**src/rtl/window_instr_issuer.sv**
```systemverilog
// Raster pixel-pair stream to 3x3 window instruction issuer.
// Two line buffers and a 3x3 shift window per image feed a single output register.
package window_instr_pkg;
  typedef enum logic [1:0] {
    ADD  = 2'd0,
    SUB  = 2'd1,
    ADDI = 2'd2,
    SUBI = 2'd3
  } opcodes_t;
endpackage

module window_instr_issuer
  import window_instr_pkg::*;
#(
  parameter int IMG_WIDTH  = 8,
  parameter int IMG_HEIGHT = 8,
  parameter int PIXEL_W    = 8
) (
  input  logic                   clk,
  input  logic                   rst,
  input  logic                   in_valid,
  output logic                   in_ready,
  input  logic [PIXEL_W-1:0]     in_pixel_a,
  input  logic [PIXEL_W-1:0]     in_pixel_b,
  input  opcodes_t               cfg_opcode,
  input  logic [PIXEL_W-1:0]     cfg_user_input,
  output logic                   out_valid,
  input  logic                   out_ready,
  output opcodes_t               out_opcode,
  output logic [9*PIXEL_W-1:0]   out_cell_a,
  output logic [9*PIXEL_W-1:0]   out_cell_b,
  output logic [PIXEL_W-1:0]     out_user_input,
  output logic                   frame_done
);

  localparam int CW = $clog2(IMG_WIDTH);
  localparam int RW = $clog2(IMG_HEIGHT);
  localparam logic [CW-1:0] COL_LAST = CW'(IMG_WIDTH - 1);
  localparam logic [RW-1:0] ROW_LAST = RW'(IMG_HEIGHT - 1);

  logic [CW-1:0]        r_col;
  logic [RW-1:0]        r_row;
  opcodes_t             r_frame_op;
  logic [PIXEL_W-1:0]   r_frame_user;

  logic                 r_out_valid;
  opcodes_t             r_out_op;
  logic [9*PIXEL_W-1:0] r_out_cell_a;
  logic [9*PIXEL_W-1:0] r_out_cell_b;
  logic [PIXEL_W-1:0]   r_out_user;
  logic                 r_frame_done;

  logic [PIXEL_W-1:0]   r_lb1_a [IMG_WIDTH];
  logic [PIXEL_W-1:0]   r_lb2_a [IMG_WIDTH];
  logic [PIXEL_W-1:0]   r_lb1_b [IMG_WIDTH];
  logic [PIXEL_W-1:0]   r_lb2_b [IMG_WIDTH];

  // Two older window columns per line: index 0 is col-2, index 1 is col-1.
  logic [PIXEL_W-1:0]   r_win_a [3][2];
  logic [PIXEL_W-1:0]   r_win_b [3][2];

  logic                 w_accept;
  logic                 w_complete;
  logic                 w_col_last;
  logic                 w_row_last;
  logic                 w_first_pix;
  logic [PIXEL_W-1:0]   w_newcol_a [3];
  logic [PIXEL_W-1:0]   w_newcol_b [3];
  logic [9*PIXEL_W-1:0] w_cell_a;
  logic [9*PIXEL_W-1:0] w_cell_b;

  assign in_ready    = !r_out_valid || out_ready;
  assign w_accept    = in_valid && in_ready;
  assign w_col_last  = (r_col == COL_LAST);
  assign w_row_last  = (r_row == ROW_LAST);
  assign w_first_pix = (r_col == '0) && (r_row == '0);
  assign w_complete  = (r_row >= RW'(2)) && (r_col >= CW'(2));

  always_ff @(posedge clk or negedge rst) begin
    if (!rst) begin
      r_col <= '0;
      r_row <= '0;
    end else if (w_accept) begin
      if (w_col_last) begin
        r_col <= '0;
        r_row <= w_row_last ? '0 : r_row + RW'(1);
      end else begin
        r_col <= r_col + CW'(1);
      end
    end
  end

  always_ff @(posedge clk or negedge rst) begin
    if (!rst) begin
      r_frame_op   <= ADD;
      r_frame_user <= '0;
    end else if (w_accept && w_first_pix) begin
      r_frame_op   <= cfg_opcode;
      r_frame_user <= cfg_user_input;
    end
  end

  // Line buffers shift down one line per column slot; contents need no reset.
  always_ff @(posedge clk) begin
    if (w_accept) begin
      r_lb1_a[r_col] <= in_pixel_a;
      r_lb2_a[r_col] <= r_lb1_a[r_col];
      r_lb1_b[r_col] <= in_pixel_b;
      r_lb2_b[r_col] <= r_lb1_b[r_col];
    end
  end

  always_comb begin
    w_newcol_a[0] = r_lb2_a[r_col];
    w_newcol_a[1] = r_lb1_a[r_col];
    w_newcol_a[2] = in_pixel_a;
    w_newcol_b[0] = r_lb2_b[r_col];
    w_newcol_b[1] = r_lb1_b[r_col];
    w_newcol_b[2] = in_pixel_b;
  end

  always_ff @(posedge clk) begin
    if (w_accept) begin
      for (int r = 0; r < 3; r++) begin
        r_win_a[r][0] <= r_win_a[r][1];
        r_win_a[r][1] <= w_newcol_a[r];
        r_win_b[r][0] <= r_win_b[r][1];
        r_win_b[r][1] <= w_newcol_b[r];
      end
    end
  end

  always_comb begin
    w_cell_a = '0;
    w_cell_b = '0;
    for (int r = 0; r < 3; r++) begin
      w_cell_a[(r*3+0)*PIXEL_W +: PIXEL_W] = r_win_a[r][0];
      w_cell_a[(r*3+1)*PIXEL_W +: PIXEL_W] = r_win_a[r][1];
      w_cell_a[(r*3+2)*PIXEL_W +: PIXEL_W] = w_newcol_a[r];
      w_cell_b[(r*3+0)*PIXEL_W +: PIXEL_W] = r_win_b[r][0];
      w_cell_b[(r*3+1)*PIXEL_W +: PIXEL_W] = r_win_b[r][1];
      w_cell_b[(r*3+2)*PIXEL_W +: PIXEL_W] = w_newcol_b[r];
    end
  end

  // A completing pixel overwrites the held word even when it is consumed the same cycle.
  always_ff @(posedge clk or negedge rst) begin
    if (!rst) begin
      r_out_valid  <= 1'b0;
      r_out_op     <= ADD;
      r_out_cell_a <= '0;
      r_out_cell_b <= '0;
      r_out_user   <= '0;
      r_frame_done <= 1'b0;
    end else begin
      r_frame_done <= w_accept && w_col_last && w_row_last;
      if (w_accept && w_complete) begin
        r_out_valid  <= 1'b1;
        r_out_op     <= r_frame_op;
        r_out_cell_a <= w_cell_a;
        r_out_cell_b <= w_cell_b;
        r_out_user   <= r_frame_user;
      end else if (out_ready) begin
        r_out_valid  <= 1'b0;
      end
    end
  end

  assign out_valid      = r_out_valid;
  assign out_opcode     = r_out_op;
  assign out_cell_a     = r_out_cell_a;
  assign out_cell_b     = r_out_cell_b;
  assign out_user_input = r_out_user;
  assign frame_done     = r_frame_done;

endmodule

```
**config.mk**
```make
export PLATFORM = sky130hd
export DESIGN_NAME = window_instr_issuer
export DESIGN_NICKNAME = d
export VERILOG_FILES = /design/src/rtl/window_instr_issuer.sv
export SDC_FILE = /design/constraint.sdc
export NUM_CORES = 1
export LEC_CHECK = 0
export BUFFER_PORTS_ARGS = -buffer_cell sky130_fd_sc_hd__clkbuf_2
export CORE_MARGIN = 2
export CORE_UTILIZATION = 40
export CTS_CLUSTER_DIAMETER = 150
export DETAILED_ROUTE_END_ITERATION = 8
export MAX_ROUTING_LAYER = met4
export SLEW_MARGIN = 20
export SYNTH_ARGS = -nofsm -noshare
export SYNTH_HDL_FRONTEND = slang
export SYNTH_SLANG_ARGS = --single-unit
```
**constraint.sdc**
```tcl
create_clock -name clk -period 12 [get_ports clk]
set_input_delay 0.6 -clock clk [delete_from_list [all_inputs] [get_ports clk]]
set_output_delay 0.6 -clock clk [all_outputs]
set_load 0.02 [all_outputs]
```
After elaboration in Yosys (flattened, before gate mapping)
Memory sizes are Yosys's and may differ from the RTL's. Cells that the tools add are included.

Add/sub/neg operators: 2. Muxes and demuxes: 6. Eq/ne operators: 2. $lt $le $gt $ge: 2. Reductions and logical operators: 13.

Operators by type and width (number): $logic_and A1 B1 Y1 (7); $add A3 B1 Y3 const B (2); $eq A3 B3 Y1 const B (2); $ge A3 B2 Y1 const B (2); $logic_not A3 Y1 (2); $mux W3 (2); $mux W1 (4); $reduce_and A2 Y1 (1); $reduce_bool A2 Y1 (1); $logic_not A1 Y1 (1); $logic_or A1 B1 Y1 (1).

Register bits: 172. Word-level logic and storage cells: 41. Input port bits: 30. Output and inout bits: 157. Memories: 6. Bits in writable memories: 352.

Memory list: r_lb1_a (words 8, bits a word 8, read ports 1, clocked after memory_dff 0, wr ports 1, line 53) `logic [PIXEL_W-1:0] r_lb1_a [IMG_WIDTH];`; r_lb1_b (words 8, bits a word 8, read ports 1, clocked after memory_dff 0, wr ports 1, line 55) `logic [PIXEL_W-1:0] r_lb1_b [IMG_WIDTH];`; r_lb2_a (words 8, bits a word 8, read ports 1, clocked after memory_dff 0, wr ports 1, line 54) `logic [PIXEL_W-1:0] r_lb2_a [IMG_WIDTH];`; r_lb2_b (words 8, bits a word 8, read ports 1, clocked after memory_dff 0, wr ports 1, line 56) `logic [PIXEL_W-1:0] r_lb2_b [IMG_WIDTH];`; r_win_a (words 3, bits a word 16, read ports 3, clocked after memory_dff 0, wr ports 3, line 59) `logic [PIXEL_W-1:0] r_win_a [3][2];`; r_win_b (words 3, bits a word 16, read ports 3, clocked after memory_dff 0, wr ports 3, line 60) `logic [PIXEL_W-1:0] r_win_b [3][2];`.

Longest topological paths before layout
Depth after elaboration: 5. Gate-level depth with buffers: 9.

Worst setup path after synthesis
OpenSTA, ideal clock, no wires.

Path type: in2reg. Start: in out_ready. End: mem r_lb1_a[4][0] (enable). Cell stages on the path: 5. Library setup time: 461 ps. Arrival: 4542 ps. Slack: 6996 ps. Cell sequence: nand2b_4 nand2_2 inv_2 nand2_1 nor3_1.

Cells in the longest elaborated chain, start to end: 4.

Ends and longest elaborated chain: start, declared (line 28) `input logic out_ready,`; $logic_or A1 B1 Y1 (line 72) `assign in_ready = !r_out_valid || out_ready;`; $logic_and A1 B1 Y1 (line 73) `assign w_accept = in_valid && in_ready;`; net w_accept (line 62) `logic w_accept;`; $mux W1 (line 105) `if (w_accept) begin`; $mux W1 (implied by the code) (line 106) `r_lb1_a[r_col] <= in_pixel_a;`; end, declared (line 53).

The timed path passes the listed nets, and every way through them passes these cells.

Worst setup path after layout
Start: reg r_col[2]. End: reg r_out_cell_b[45], in the netlist out_cell_b[45].

Cells in the longest elaborated chain, start to end: 3. Elaborated cells between the ends (all ways): 4.

Ends and longest elaborated chain: start, declared (line 41) `logic [CW-1:0] r_col;`; start signal, assigned (line 88) `r_col <= r_col + CW'(1);`; $ge A3 B2 Y1 (line 77) `assign w_complete = (r_row >= RW'(2)) && (r_col >= CW'(2));`; $logic_and A1 B1 Y1 (line 77); $logic_and A1 B1 Y1 (line 157) `if (w_accept && w_complete) begin`; end signal, assigned (line 161) `r_out_cell_b <= w_cell_b;`; end, declared (line 49) `logic [9*PIXEL_W-1:0] r_out_cell_b;`.

Parallel ways exist; a longest one is shown, timed or not. A chain may end at the register's enable or synchronous reset.

==> flow_summary.rst <==
.. list-table::
   :header-rows: 1

   * - Metric
     - Value
   * - Sequential cell fraction of total power
     - 44.9%
   * - Static leakage
     - 8.63 nW
   * - Power density over the cells
     - between 200 and 300 nW/um2
   * - Cells after Synth
     - approximately 940
   * - TritonCTS clock tree
     - yes
   * - Type of the setup path with the least slack
     - reg2reg
   * - Critical path peak fanout
     - 100
   * - Hold WC Path Type
     - in2async
   * - Setup violators final
     - 0
   * - Sw frac
     - 32.6%
   * - Die Y
     - between 200 and 250 um
   * - Syn avg cell area
     - 20.3 um2
   * - Gate family responsible for the most delay along the worst path
     - buffers and inverters
   * - Arr. time, crit path
     - 4.13 ns
   * - Cell at the root of the clock tree
     - clkbuf_16
   * - Clk buf depth
     - 3
   * - Starting density of the core
     - 40.3%
   * - Worst-path cell with the longest stage delay
     - dfrtp_4
   * - DIE AREA
     - just under 50,000 um2
   * - Overall power of the completed layout
     - 6.45 mW
   * - Diode insertion count for antenna repair
     - 0
   * - Vias/cell
     - 5.00
   * - H-tree depth
     - 2
   * - Via count of the first global-routing pass
     - a little over 9,000
   * - Number of hold buffers added after CTS
     - 0
   * - Layout Area Growth over Synthesis
     - 17.5%
   * - Number of nets in the synthesized netlist
     - 980
   * - Fraction of final layout cells sized beyond drive strength 1
     - 43.2%
   * - Setup crit start kind
     - flop
   * - Tightest slew margin relative to the limit
     - 36.3%
   * - Global-route wire length before repair
     - between 50,000 and 60,000 um
   * - Number of flops mapped to enable cells by yosys
     - 352
   * - Die width
     - 223 um
   * - Average wire per cell in the routed design
     - 20.4 um
   * - # DRC
     - 0
   * - Number of buffers added by the clock tree synthesis step
     - 54
   * - Peak Freq
     - 273 MHz
   * - Final sum of negative setup slack
     - 0 ns
   * - CP endpoint kind
     - flop
   * - Post-layout min period
     - around 3.7 ns
   * - P_sw
     - around 2.1 mW
   * - Synth async-reset ratio
     - between 30% and 40%
   * - Leading cell types in the layout, fill and taps excluded
     - edfxtp_1, clkbuf_2, dfrtp_1
   * - Final Hold Violating Endpoints
     - 0
   * - Number of DRC markers after the initial detailed-route iteration
     - 540
   * - Core Area
     - between 40,000 and 50,000 um2
   * - Cell Int Power
     - 4.34 mW
   * - Final period util
     - 30.5%
   * - Number of placement rows
     - 80
   * - Clock transition at path regs
     - 0.06 ns
   * - Total standard cell area after synthesis
     - 19,200 um2
   * - Result of the run
     - finished clean
   * - Number of buffer and inverter stages on the critical path
     - 2
   * - Combinational share of power
     - between 30% and 40%
   * - Number of warnings printed during yosys synthesis
     - 0
   * - Total Wirelength
     - 37,100 um
   * - All-layer global routing usage
     - approximately 16%
   * - Leading cell type in the layout, fill and taps excluded
     - edfxtp_1
   * - Flop and latch count out of synthesis
     - 524
   * - Synth cell types
     - 32
   * - Slowest Stage Delay on Critical Path
     - ~0.76 ns
   * - Length of the first detailed-routing pass in iterations
     - 5
   * - Fraction of the yosys area taken by sequential cells
     - ~78%
   * - Remaining antenna violation count
     - 0
   * - Number of sinks driven by the clock tree
     - 524
   * - Cell Chain, Critical Path
     - buf_4 > nor3_1 > nor2_1 > nand2_8 > buf_4 > mux2_2
   * - Clock power frac
     - 24.7%
   * - Total number of vias
     - just over 9,000
   * - Setup skew after layout
     - 0.0197 ns
   * - Maximum vdd ir drop
     - 0.000132 V
   * - Total half-perimeter wirelength after legalization and detailed placement
     - 22,000 um
   * - RSZ-0062 raised after global routing
     - no
   * - Total global routing overflow
     - 0
   * - Port Buf Inserts
     - around 190
   * - Actual slew at the worst max-slew pin
     - 0.955 ns
   * - Final layout net count
     - 1,199
   * - Final instance count without filler cells
     - 1,822
   * - Top cell by count, worst path
     - buf_4
   * - Insertion delay of the later-clocked pin in the worst-skew pair
     - 0.60 ns
   * - Routability cong.
     - 0.724
   * - Number of max-slew violations in the final report
     - 0
   * - Resized Gates After CTS
     - 0
   * - Antenna violations before repair
     - 2
   * - Post-placement cell count
     - 1,720
   * - Largest net degree at the start of global routing
     - around 110
   * - Crit path required time
     - 12.47 ns
   * - Postcts setup bufs
     - 0
   * - Max Cap Viol
     - 0
   * - Top flip-flop cell by instance count after synthesis
     - edfxtp_1
   * - Top-level port count
     - 187
==> worst reg2reg max path: cells and delay by family, from the launching register on <==
kind,cells,cell delay (ns)
flip-flops,1,0.76
buffers and inverters,2,1.29
AND/OR/NAND/NOR,3,1.01
multiplexers,1,0.46
==> layer usage <==
layer	up-vias	wire [um]	global-route usage (%)
li1	4077	-	-
met1	4772	16300	20.1
met2	192	18200	24.7
met3	62	1880	3.75
met4	0	799	4.20
met5	-	0	-
==> logic make-up (layout without fill, tap and decap cells) <==
logic type | after synthesis | in the layout | synth area share (%)
simple gates | 131 | 131 | 2.97
mux | 228 | 228 | 17.0
flops | 524 | 524 | 77.6
buf+inv | 44 | 309 | 1.65
fa+ha+maj | 8 | 8 | 0.522
compound gates | 7 | 7 | 0.228
==> metrics by stage <==
stage	instance area [um2]	setup WS [ns]	util, %	hold slack (ns)
floorplan	19200	7.00	-	0.304
global placement	20800	8.32	43.7	0.426
detailed placement	20800	8.21	43.8	0.430
CTS	22500	8.30	47.4	0.129
global route	22500	8.05	47.4	0.162
finish	22500	8.34	47.4	0.0956
==> registers in the layout, indices dropped and copies added (netlist names), 8 cells and up <==
name and cells:
r_lb1_b 64, r_win_b 48, out_user_input 8, r_lb1_a 64
r_lb2_b 64, r_frame_user 8, out_cell_b 72, r_win_a 48
r_lb2_a 64, out_cell_a 72
==> final timing paths <==
kind | start | to | slack, ns | depth (start not counted)
worst min register to register | r_win_a[1][6] | r_win_a[1][14] | 0.44 | 0
min in group clk | cfg_user_input[2] | r_frame_user[2] | 0.24 | 2
max in group asynchronous | rst | r_col[2] | 10.35 | 2
worst min-delay path | rst | out_user_input[3] | 0.1 | 1
worst max register to register | r_col[2] | out_cell_b[45] | 8.34 | 6
worst max-delay path | r_col[2] | out_cell_b[45] | 8.34 | 6
==> cell type report <==
type                       count  area (um2)
sequential                   524       14900
multi-input combinational    374        4050
tap                          615         769
timing repair buffer         202        1100
clock buffer                  80        1550
clock inverter                22         155
fill                        4025       25000
inverter                       5        21.3
==> power groups by stage <==
stage / clock network [mW] / registers [mW] / logic, mW
floorplan: 0 / 3.17 / 1.08
global placement: 0 / 2.93 / 1.97
CTS: 1.65 / 2.91 / 2.01
global route: 1.71 / 2.97 / 2.12
detailed placement: 0 / 2.95 / 2.00
finish: 1.59 / 2.90 / 1.96
==> synth_stat cells (2+ instances only) <==
library cell  count  area [um2]
buf_4             6        45.0
nor2_1            5        18.8
clkbuf_1          2        7.51
mux4_2           62        1400
nand2_2           3        18.8
nor3_1            8        40.0
nand2_1         104         390
edfxtp_1        352       10600
o21ai_0           4        20.0
inv_1             3        11.3
buf_12            5         100
buf_2            23         115
ha_1              8         100
and3_1            2        12.5
nor4bb_1          2        20.0
mux2_2          166        1870
dfrtp_1         172        4300
No activity file was read; power rests on OpenSTA's default activity.
